## src/rtl/uart_pkg.sv

```systemverilog
// Register map, STATUS bit positions, transmit FSM encoding and baud counter sizing
// shared by the memory-mapped UART transmitter.
package uart_pkg;

  localparam logic [2:0] OFF_TXDATA = 3'h0;
  localparam logic [2:0] OFF_STATUS = 3'h4;

  localparam int ST_BUSY      = 0;
  localparam int ST_FULL      = 1;
  localparam int ST_EMPTY     = 2;
  localparam int ST_OVF       = 3;
  localparam int ST_PARITY    = 4;
  localparam int ST_COUNT_LSB = 8;

  typedef enum logic [2:0] {
    S_IDLE   = 3'd0,
    S_START  = 3'd1,
    S_DATA   = 3'd2,
    S_PARITY = 3'd3,
    S_STOP   = 3'd4
  } tx_state_e;

  // Bits needed to hold a baud counter that counts DIV-1 down to 0.
  function automatic int div_width(input int div);
    return (div > 2) ? $clog2(div) : 1;
  endfunction

endpackage

```

## src/rtl/sync_fifo.sv

```systemverilog
// Synchronous FIFO with first-word fall-through read (rd_dat valid alongside rd_en, zero latency).
// A write while full is refused unless a read frees the slot in the same cycle.
module sync_fifo #(
  parameter int WIDTH = 8,
  parameter int DEPTH = 16
) (
  input  logic                   clk,
  input  logic                   reset,
  input  logic                   wr_en,
  input  logic [WIDTH-1:0]       wr_dat,
  input  logic                   rd_en,
  output logic [WIDTH-1:0]       rd_dat,
  output logic [$clog2(DEPTH):0] count,
  output logic                   full,
  output logic                   empty
);

  localparam int AW = $clog2(DEPTH);
  typedef logic [AW-1:0] ptr_t;
  typedef logic [AW:0]   cnt_t;

  logic [WIDTH-1:0] mem [DEPTH];
  ptr_t wr_ptr, rd_ptr;
  logic do_wr, do_rd;

  assign empty  = (count == '0);
  assign full   = (count == cnt_t'(DEPTH));
  assign do_rd  = rd_en && !empty;
  assign do_wr  = wr_en && (!full || do_rd);
  assign rd_dat = mem[rd_ptr];

  always_ff @(posedge clk) begin
    if (do_wr) mem[wr_ptr] <= wr_dat;
  end

  always_ff @(posedge clk) begin
    if (reset) begin
      wr_ptr <= '0;
      rd_ptr <= '0;
      count  <= '0;
    end else begin
      if (do_wr) wr_ptr <= wr_ptr + ptr_t'(1);
      if (do_rd) rd_ptr <= rd_ptr + ptr_t'(1);
      case ({do_wr, do_rd})
        2'b10:   count <= count + cnt_t'(1);
        2'b01:   count <= count - cnt_t'(1);
        default: count <= count;
      endcase
    end
  end

endmodule

```

## src/rtl/mmio_uart_tx.sv

```systemverilog
// Memory-mapped 8N1 UART transmitter behind a TX FIFO; STATUS loads return one cycle after the address.
// Stores to a full FIFO are dropped and flagged in sticky STATUS.ovf; `UART_TX_PARITY_EN adds even parity.
module mmio_uart_tx
  import uart_pkg::*;
#(
  parameter int          CLK_HZ     = 50_000_000,
  parameter int          BAUD       = 115_200,
  parameter logic [31:0] BASE_ADDR  = 32'h1000_0000,
  parameter int          FIFO_DEPTH = 16
) (
  input  logic        clk,
  input  logic        reset,
  input  logic [3:0]  MemWrite_EN,
  input  logic [31:0] MemAddr,
  input  logic [31:0] WriteData,
  output logic [31:0] ReadData,
  output logic        rd_sel,
  output logic        uart_txd,
  output logic        irq_tx_empty
);

  localparam int DIV = CLK_HZ / BAUD;
  localparam int BW  = div_width(DIV);
  localparam int CW  = $clog2(FIFO_DEPTH) + 1;
  typedef logic [BW-1:0] baud_t;
  localparam baud_t DIV_M1 = baud_t'(DIV - 1);

  logic          hit, wr_txdata, rd_status, push, pop, ovf_set, ovf, busy;
  logic          fifo_full, fifo_empty;
  logic [CW-1:0] fifo_count;
  logic [7:0]    fifo_rd_dat;
  logic [31:0]   status;
  logic          unused_bits;

  tx_state_e  state, state_nxt;
  baud_t      baud_cnt, baud_nxt;
  logic [2:0] bit_cnt, bit_nxt;
  logic [7:0] shift_q, shift_nxt;
  logic       txd_q, txd_nxt, frame_done;
`ifdef UART_TX_PARITY_EN
  logic       par_q, par_nxt;
`endif

  assign hit       = (MemAddr[31:3] == BASE_ADDR[31:3]);
  assign wr_txdata = hit && (MemAddr[2] == OFF_TXDATA[2]);
  assign rd_status = hit && (MemAddr[2] == OFF_STATUS[2]) && (MemWrite_EN == 4'b0000);
  assign push      = wr_txdata && MemWrite_EN[0];
  // A pop in the same cycle makes room, so a push into a full FIFO is only lost without one.
  assign ovf_set   = push && fifo_full && !pop;
  assign busy      = (state != S_IDLE);

  assign uart_txd     = txd_q;
  assign irq_tx_empty = fifo_empty && !busy;
  assign unused_bits  = ^{WriteData[31:8], MemAddr[1:0]};

  sync_fifo #(
    .WIDTH (8),
    .DEPTH (FIFO_DEPTH)
  ) u_fifo (
    .clk    (clk),
    .reset  (reset),
    .wr_en  (push),
    .wr_dat (WriteData[7:0]),
    .rd_en  (pop),
    .rd_dat (fifo_rd_dat),
    .count  (fifo_count),
    .full   (fifo_full),
    .empty  (fifo_empty)
  );

  always_comb begin
    status                        = '0;
    status[ST_COUNT_LSB +: 8]     = 8'(fifo_count);
    status[ST_OVF]                = ovf;
    status[ST_EMPTY]              = fifo_empty;
    status[ST_FULL]               = fifo_full;
    status[ST_BUSY]               = busy;
`ifdef UART_TX_PARITY_EN
    status[ST_PARITY]             = 1'b1;
`endif
  end

  always_ff @(posedge clk) begin
    if (reset) begin
      rd_sel   <= 1'b0;
      ReadData <= '0;
      ovf      <= 1'b0;
    end else begin
      rd_sel   <= hit;
      ReadData <= rd_status ? status : '0;
      if (ovf_set)        ovf <= 1'b1;
      else if (rd_status) ovf <= 1'b0;
    end
  end

  // txd is registered from next-state values so the line never glitches.
  always_comb begin
    state_nxt  = state;
    baud_nxt   = baud_cnt;
    bit_nxt    = bit_cnt;
    shift_nxt  = shift_q;
    txd_nxt    = txd_q;
    pop        = 1'b0;
    frame_done = 1'b0;
`ifdef UART_TX_PARITY_EN
    par_nxt    = par_q;
`endif
    case (state)
      S_IDLE: begin
        txd_nxt    = 1'b1;
        frame_done = 1'b1;
      end
      S_START: begin
        if (baud_cnt == '0) begin
          state_nxt = S_DATA;
          baud_nxt  = DIV_M1;
          bit_nxt   = 3'd0;
          txd_nxt   = shift_q[0];
        end else begin
          baud_nxt  = baud_cnt - baud_t'(1);
        end
      end
      S_DATA: begin
        if (baud_cnt == '0) begin
          baud_nxt  = DIV_M1;
          shift_nxt = {1'b0, shift_q[7:1]};
          if (bit_cnt == 3'd7) begin
`ifdef UART_TX_PARITY_EN
            state_nxt = S_PARITY;
            txd_nxt   = par_q;
`else
            state_nxt = S_STOP;
            txd_nxt   = 1'b1;
`endif
          end else begin
            bit_nxt   = bit_cnt + 3'd1;
            txd_nxt   = shift_q[1];
          end
        end else begin
          baud_nxt  = baud_cnt - baud_t'(1);
        end
      end
      S_PARITY: begin
`ifdef UART_TX_PARITY_EN
        if (baud_cnt == '0) begin
          state_nxt = S_STOP;
          baud_nxt  = DIV_M1;
          txd_nxt   = 1'b1;
        end else begin
          baud_nxt  = baud_cnt - baud_t'(1);
        end
`else
        state_nxt = S_IDLE;
        txd_nxt   = 1'b1;
`endif
      end
      S_STOP: begin
        if (baud_cnt == '0) begin
          state_nxt  = S_IDLE;
          txd_nxt    = 1'b1;
          frame_done = 1'b1;
        end else begin
          baud_nxt   = baud_cnt - baud_t'(1);
        end
      end
      default: begin
        state_nxt = S_IDLE;
        txd_nxt   = 1'b1;
      end
    endcase

    // Reloading straight out of STOP gives back-to-back frames with no idle bit.
    if (frame_done && !fifo_empty) begin
      pop       = 1'b1;
      shift_nxt = fifo_rd_dat;
      baud_nxt  = DIV_M1;
      state_nxt = S_START;
      txd_nxt   = 1'b0;
`ifdef UART_TX_PARITY_EN
      par_nxt   = ^fifo_rd_dat;
`endif
    end
  end

  always_ff @(posedge clk) begin
    if (reset) begin
      state    <= S_IDLE;
      baud_cnt <= '0;
      bit_cnt  <= '0;
      shift_q  <= '0;
      txd_q    <= 1'b1;
`ifdef UART_TX_PARITY_EN
      par_q    <= 1'b0;
`endif
    end else begin
      state    <= state_nxt;
      baud_cnt <= baud_nxt;
      bit_cnt  <= bit_nxt;
      shift_q  <= shift_nxt;
      txd_q    <= txd_nxt;
`ifdef UART_TX_PARITY_EN
      par_q    <= par_nxt;
`endif
    end
  end

endmodule
```

## config.mk

```make
export PLATFORM = sky130hd
export DESIGN_NAME = mmio_uart_tx
export DESIGN_NICKNAME = d
export VERILOG_FILES = /design/src/rtl/uart_pkg.sv /design/src/rtl/sync_fifo.sv /design/src/rtl/mmio_uart_tx.sv
export SDC_FILE = /design/constraint.sdc
export NUM_CORES = 1
export LEC_CHECK = 0
export CORE_MARGIN = 8
export CORE_UTILIZATION = 31
export CTS_CLUSTER_DIAMETER = 50
export CTS_CLUSTER_SIZE = 20
export DETAILED_ROUTE_END_ITERATION = 10
export DONT_BUFFER_PORTS = 1
export PLACE_DENSITY = 0.53
export SLEW_MARGIN = 30
export SYNTH_ARGS = -nofsm -noshare
export SYNTH_HDL_FRONTEND = slang
export SYNTH_SLANG_ARGS = --single-unit
```

## constraint.sdc

```tcl
create_clock -name clk -period 2.9 [get_ports clk]
set_input_delay 0.435 -clock clk [delete_from_list [all_inputs] [get_ports clk]]
set_output_delay 0.435 -clock clk [all_outputs]
set_load 0.02 [all_outputs]
```

Yosys cells after proc, flatten, opt, wreduce, memory -nomap -nowiden
Memory sizes are Yosys's and may differ from the RTL's. A register that Yosys moved wholly into a read port is not among the register bits.
Index checks and enable logic that the tools add are counted.
{"block": "totals", "reg_bits": 71, "ram_bits": 128, "out_inout_bits": 35, "word_cells": 113, "memories": 1}
{"memory": "u_fifo.mem", "words": 16, "word_bits": 8, "rd": 1, "rd_ports_with_merged_regs": 1, "wr": 1, "line_no": "sync_fifo.sv:22", "source": "logic [WIDTH-1:0] mem [DEPTH];"}
{"block": "op_classes", "addsub": 6, "eq_ne": 20, "mux": 32, "bitwise": 3, "n_reduce_logical": 37}
{"op": "29-bit by 26-bit equality test with 1-bit output (second input constant)", "n": 1}
{"op": "9-bit two-way mux", "n": 3}
{"op": "8-bit two-way mux", "n": 3}
{"op": "3-bit two-way mux", "n": 6}
{"op": "9-bit case mux with 2 select lines", "n": 1}
{"op": "3-bit != test (second input constant)", "n": 5}
{"op": "2-bit != test (second input constant)", "n": 7}
{"op": "1-bit two-way mux", "n": 12}
{"op": "3-bit case mux with 4 select lines", "n": 1}
{"op": "2-bit nonzero test", "n": 6}
{"op": "1-bit logical AND", "n": 10}
{"op": "5-bit case mux with 2 select lines", "n": 1}
{"op": "5-bit AND reduction", "n": 2}
{"op": "9-bit logical NOT", "n": 1}
{"op": "9-bit by 1-bit subtractor with 9-bit output (second input constant)", "n": 1}
{"op": "4-bit by 1-bit adder with 4-bit output (second input constant)", "n": 2}
{"op": "4-bit two-way mux", "n": 2}
{"op": "3-bit equality test (second input constant)", "n": 2}
{"op": "3-bit case mux with 2 select lines", "n": 1}
{"op": "2-bit AND reduction", "n": 3}
{"op": "3-bit nonzero test", "n": 2}
{"op": "2-bit OR reduction", "n": 3}
{"op": "5-bit by 1-bit adder with 5-bit output (second input constant)", "n": 1}
{"op": "5-bit equality test (second input constant)", "n": 1}
{"op": "other kinds (16)", "n": 21}

Depth between registers and ports, before layout
{"block": "depth", "word_depth": 10, "mapped_depth": 13, "ltp_nobuf": 13}

Hierarchy
Synthesis repeated with hierarchy kept, for this count alone.
{"block": "hier_totals", "cells_unflattened": 556, "hier_area_um2": 7771.2}
{"module": "sync_fifo", "n_inst": 1, "cells_per_inst": 325, "area_per_inst_um2": 5866.9}
{"module": "mmio_uart_tx", "n_inst": 1, "cells_per_inst": 231, "area_per_inst_um2": 1904.3}

Worst setup path before layout
Ideal clock, no wire load.
{"block": "synth_path", "path_kind": "in2reg", "start": "in MemAddr[3]", "end": "reg u_fifo.count[4]", "arrival_ns": 2.921, "required_ns": 2.777, "path_slack_ns": -0.145, "cell_stages": 9, "n_path_buf": 0, "path_cell_list": "or4_4 > nor4_1 > nand2b_1 > inv_2 > ha_1 > a21o_1 > a21oi_1 > mux2i_1 > mux2_1"}
{"block": "synth_between", "elab_chain_cells": 6, "elab_cells_between_ends": 8, "classes_between": "3 x eq/ne; 1 x mux; 4 x reduce/logical"}
{"item": "start, declared", "line_no": "mmio_uart_tx.sv:14", "source": "input logic [31:0] MemAddr,"}
{"item": "29-bit by 26-bit equality test with 1-bit output *", "line_no": "mmio_uart_tx.sv:44", "source": "assign hit = (MemAddr[31:3] == BASE_ADDR[31:3]);"}
{"item": "1-bit logical AND *", "line_no": "mmio_uart_tx.sv:45", "source": "assign wr_txdata = hit && (MemAddr[2] == OFF_TXDATA[2]);"}
{"item": "1-bit logical AND *", "line_no": "mmio_uart_tx.sv:47", "source": "assign push = wr_txdata && MemWrite_EN[0];"}
{"item": "1-bit logical AND *", "line_no": "sync_fifo.sv:29", "source": "assign do_wr = wr_en && (!full || do_rd);"}
{"item": "2-bit by 1-bit equality test with 1-bit output or 2-bit equality test (tied branches)", "line_no": "sync_fifo.sv:44", "source": "case ({do_wr, do_rd})"}
{"item": "5-bit case mux with 2 select lines or 2-bit nonzero test (tied branches)"}
{"item": "end signal, assigned", "line_no": "sync_fifo.sv:45", "source": "2'b10: count <= count + cnt_t'(1);"}
{"item": "end signal, assigned", "line_no": "sync_fifo.sv:46", "source": "2'b01: count <= count - cnt_t'(1);"}
{"item": "end signal, assigned", "line_no": "sync_fifo.sv:47", "source": "default: count <= count;"}
{"item": "end, declared", "line_no": "sync_fifo.sv:13", "source": "output logic [$clog2(DEPTH):0] count,"}
Mark *: on every way between the ends. The rest lies on a longest branch, timed or not.
A chain may end at the register's enable or synchronous reset.

Worst setup path in the final report
{"block": "layout_path", "start": "reg baud_cnt[1]", "end": "reg u_fifo.count[4]"}
{"block": "layout_between", "elab_chain_cells": 10, "elab_cells_between_ends": 12, "classes_between": "2 x eq/ne; 4 x mux; 6 x reduce/logical"}
{"item": "start, declared", "line_no": "mmio_uart_tx.sv:36", "source": "baud_t baud_cnt, baud_nxt;"}
{"item": "start signal, assigned", "line_no": "mmio_uart_tx.sv:197", "source": "baud_cnt <= baud_nxt;"}
{"item": "9-bit logical NOT *", "line_no": "mmio_uart_tx.sv:158", "source": "if (baud_cnt == '0) begin"}
{"item": "1-bit two-way mux *", "line_no": "mmio_uart_tx.sv:158"}
{"item": "1-bit case mux with 2 select lines *", "line_no": "mmio_uart_tx.sv:108", "source": "case (state)"}
{"item": "1-bit logical AND *", "line_no": "mmio_uart_tx.sv:173", "source": "if (frame_done && !fifo_empty) begin"}
{"item": "1-bit two-way mux *", "line_no": "mmio_uart_tx.sv:173"}
{"item": "1-bit logical AND *", "line_no": "sync_fifo.sv:28", "source": "assign do_rd = rd_en && !empty;"}
{"item": "1-bit logical OR", "line_no": "sync_fifo.sv:29"}
{"item": "1-bit logical AND", "line_no": "sync_fifo.sv:29"}
{"item": "2-bit by 1-bit equality test with 1-bit output or 2-bit equality test (tied branches)", "line_no": "sync_fifo.sv:44"}
{"item": "5-bit case mux with 2 select lines or 2-bit nonzero test (tied branches)"}
Marked as above.

==> impl_metrics.toml <==
[timing]
rsz0062_at_grt = "no"
setup-violations-final = 0
worst_clock_skew_ns = 0.01492
tns_ns = 0
max_freq_mhz = 361.4
timing.final.max_slew_violations = 0
relSlewSlack = 0.5017
timing.final.crit_period_ns = 2.767
worstMarginPinSlew_ns = 0.7418
final_hold_viol_count = 0
finalCritPeriodShare = 0.9540

[detailed_routing]
antenna_left = 0
routed_wl_um = 15100
drtIter0Drc = 228
remaining_drc_errors = 0
vias_per_cell = 4.729
num_vias = 4171
wl_per_cell_um = 17.12
first_pass_iters = 4

[synth]
ys_seq_area_frac = 0.6470
netlist_area_sq_um = 7550
synth_cell_types = 51
synth.avg_cell_area_sq_um = 14.57
ys_seq_elements = 180
yosysWarnings = 0
synth_cells = 518

[critical_path]
path_max_fanout = 4
start_kind = "flop"
crit_arrival_ns = 3.07
worstPathRequired_ns = 3.21
cp-end-kind = "flop"
crit_type = "flop to flop"

[clock_network]
insertion_delay_ns = 0.43
h-tree-depth = 4
clockBufferDepth = 2
cts_root_buf = "clkbuf_16"
cts_tree = "built"
cts_buffers = 17
clk_pin_slew_ns = 0.07
numClockSinks = 180

[layout]
mostFrequentLayoutCells = "edfxtp_1, nor2_1, dfxtp_1, mux4_2, buf_4"
final_common_cell = "edfxtp_1"
area_growth_pct = 14.68
finalNetCount = 628
num_antenna_cells = 0
final_cells = 882
design_area_sq_um = 8658
drive_gt1_frac = 0.2186

[power]
p_leak_nw = 2.878
fin_total_pwr_mw = 7.569
vdd_drop_max_mv = 0.3909
p_per_area_nw_per_um2 = 874.2

[global_route]
grt_pass1_wl_um = 23680
grt_pass1_vias = 4358
grt-ovfl-total = 0
grtUsageTotal = 0.1065
antenna_found_initial = 0
grt_max_degree = 46

[placement]
gp_congestion = 0.7322
placed_cells = 850
place_area_sq_um = 8028
hpwl_um = 10690
numPortBuffers = 0

[floorplan]
fp.dieH_um = 172.1
core-area_sq_um = 24110
start_util = 0.3132
die_w_um = 172.1
rows = 57
fp.dieArea_sq_um = 29600
pin_count = 105

[flow_run]
cap_violations = 0

[status]
status = "complete, no violations"

[worst_hold_path]
hp-class = "input pin to flop"
cells in the mapped netlist, drive strengths merged:
cell       n  area [sq um]
edfxtp   128          3844
nor2      62         232.7
dfxtp     52          1041
mux4      39         878.3
buf       31         220.2
nand2     24         90.09
nor4      23         150.1
a21oi     19         98.85
clkbuf    15         56.30
inv       14         52.55
nor3      14         70.07
ha        12         150.1
nand2b     8         50.05
o21ai      8         51.30
xnor2      8         70.07
nand3      7         35.03
a311oi     5         43.79
and2       5         32.53
xor2       5         43.79
a211oi     3         22.52
a21o       3         22.52
a22oi      3         22.52
a31oi      3         18.77
mux2i      3         30.03
nand4      3         18.77
or4b       3         37.54
mux2       2         22.52
nor2b      2         12.51
or2        2         12.51
or4        2         18.77
a211o      1         8.760
a21boi     1         7.510
a2bb2oi    1         8.760
and3       1         6.260
conb       1         3.750
fa         1         20.02
nor3b      1         7.510
nor4b      1         23.77
o211ai     1         7.510
o22ai      1         6.260
kinds of logic (layout without fill, tap and decap cells):
family / Yosys count / count (layout) / share of synthesized area
AOI/OAI and AO/OA: 49 / 49 / 0.04226
xor gates and xnor gates: 13 / 13 / 0.01508
adders and majority gates: 13 / 13 / 0.02254
buffers and inverters: 60 / 78 / 0.04358
DFF: 180 / 180 / 0.6470
muxes: 44 / 44 / 0.1233
other: 1 / 23 / 0.0004967
and+or+nand+nor: 158 / 158 / 0.1057
through the flow:
step           setup WS, ns  utilization  hold slack (ns)
2_1_floorplan       0.01950            -           0.4229
3_3_place_gp        0.01163       0.3330           0.4428
3_5_place_dp       -0.05107       0.3330           0.4513
4_1_cts             0.02712       0.3586          0.05563
5_1_grt            0.002043       0.3592          0.05260
6_report             0.1334       0.3592          0.07668
power by group:
part	internal, mW	switching, mW	leakage [nW]
registers	2.91	0.136	1.58
logic	0.994	1.20	1.01
clock network	1.24	1.08	0.295
critical path, stage by stage (launching register included):
cell and delay (ns):
dfxtp_1 0.34, inv_2 0.07, ha_1 0.14, or4b_4 0.50, o21ai_4 0.15, and2_4 0.17, nand2b_2 0.09, inv_2 0.07
ha_1 0.25, a21o_1 0.19, a21oi_2 0.14, mux2i_1 0.22, mux2_1 0.33
final cells by class:
cell class	count	area [sq um]
Tap cell	324	405.4
Multi-Input combinational cell	300	2445
Inverter	14	52.55
Fill cell	2328	15450
Timing Repair Buffer	32	252.7
Sequential cell	180	4886
Clock buffer	17	425.4
Clock inverter	15	191.4
per-layer routing:
| metal | part of all wire | global-route usage | routed length [um] | vias to the layer above |
|---|---|---|---|---|
| met2 | 0.48 | 0.1795 | 7270 | 115 |
| met3 | 0.060 | 0.02740 | 908 | 12 |
| met5 | 0 | 0 | 0 | - |
| met1 | 0.45 | 0.1314 | 6766 | 2070 |
| li1 | - | - | - | 1974 |
| met4 | 0.010 | 0.03523 | 153 | 0 |
final timing paths:
| kind | from | end | slack, ns | cells past startpoint |
|---|---|---|---|---|
| worst min register to register | ovf | ReadData[3] | 0.47 | 1 |
| worst max-delay path | baud_cnt[1] | u_fifo.count[4] | 0.13 | 12 |
| worst min-delay path | reset | ovf | 0.08 | 1 |
| worst max register to register | baud_cnt[1] | u_fifo.count[4] | 0.13 | 12 |
flip-flops by register name, indices dropped and copies added (netlist names), named ones only:
register       flops
rd_sel             1
baud_cnt           9
u_fifo.mem       128
bit_cnt            3
ovf                1
state              3
u_fifo.wr_ptr      4
u_fifo.count       5
u_fifo.rd_ptr      4
ReadData           9
uart_txd           1
shift_q            8
what timing repair did:
item / 4_1_cts / 5_1_grt
setup buffers: 0 / 0
endpoints found under the setup margin: 0 / 25
gates resized for setup: 0 / 5
hold buffers: 0 / 0
Note: power is estimated with default switching activity, not from simulation.
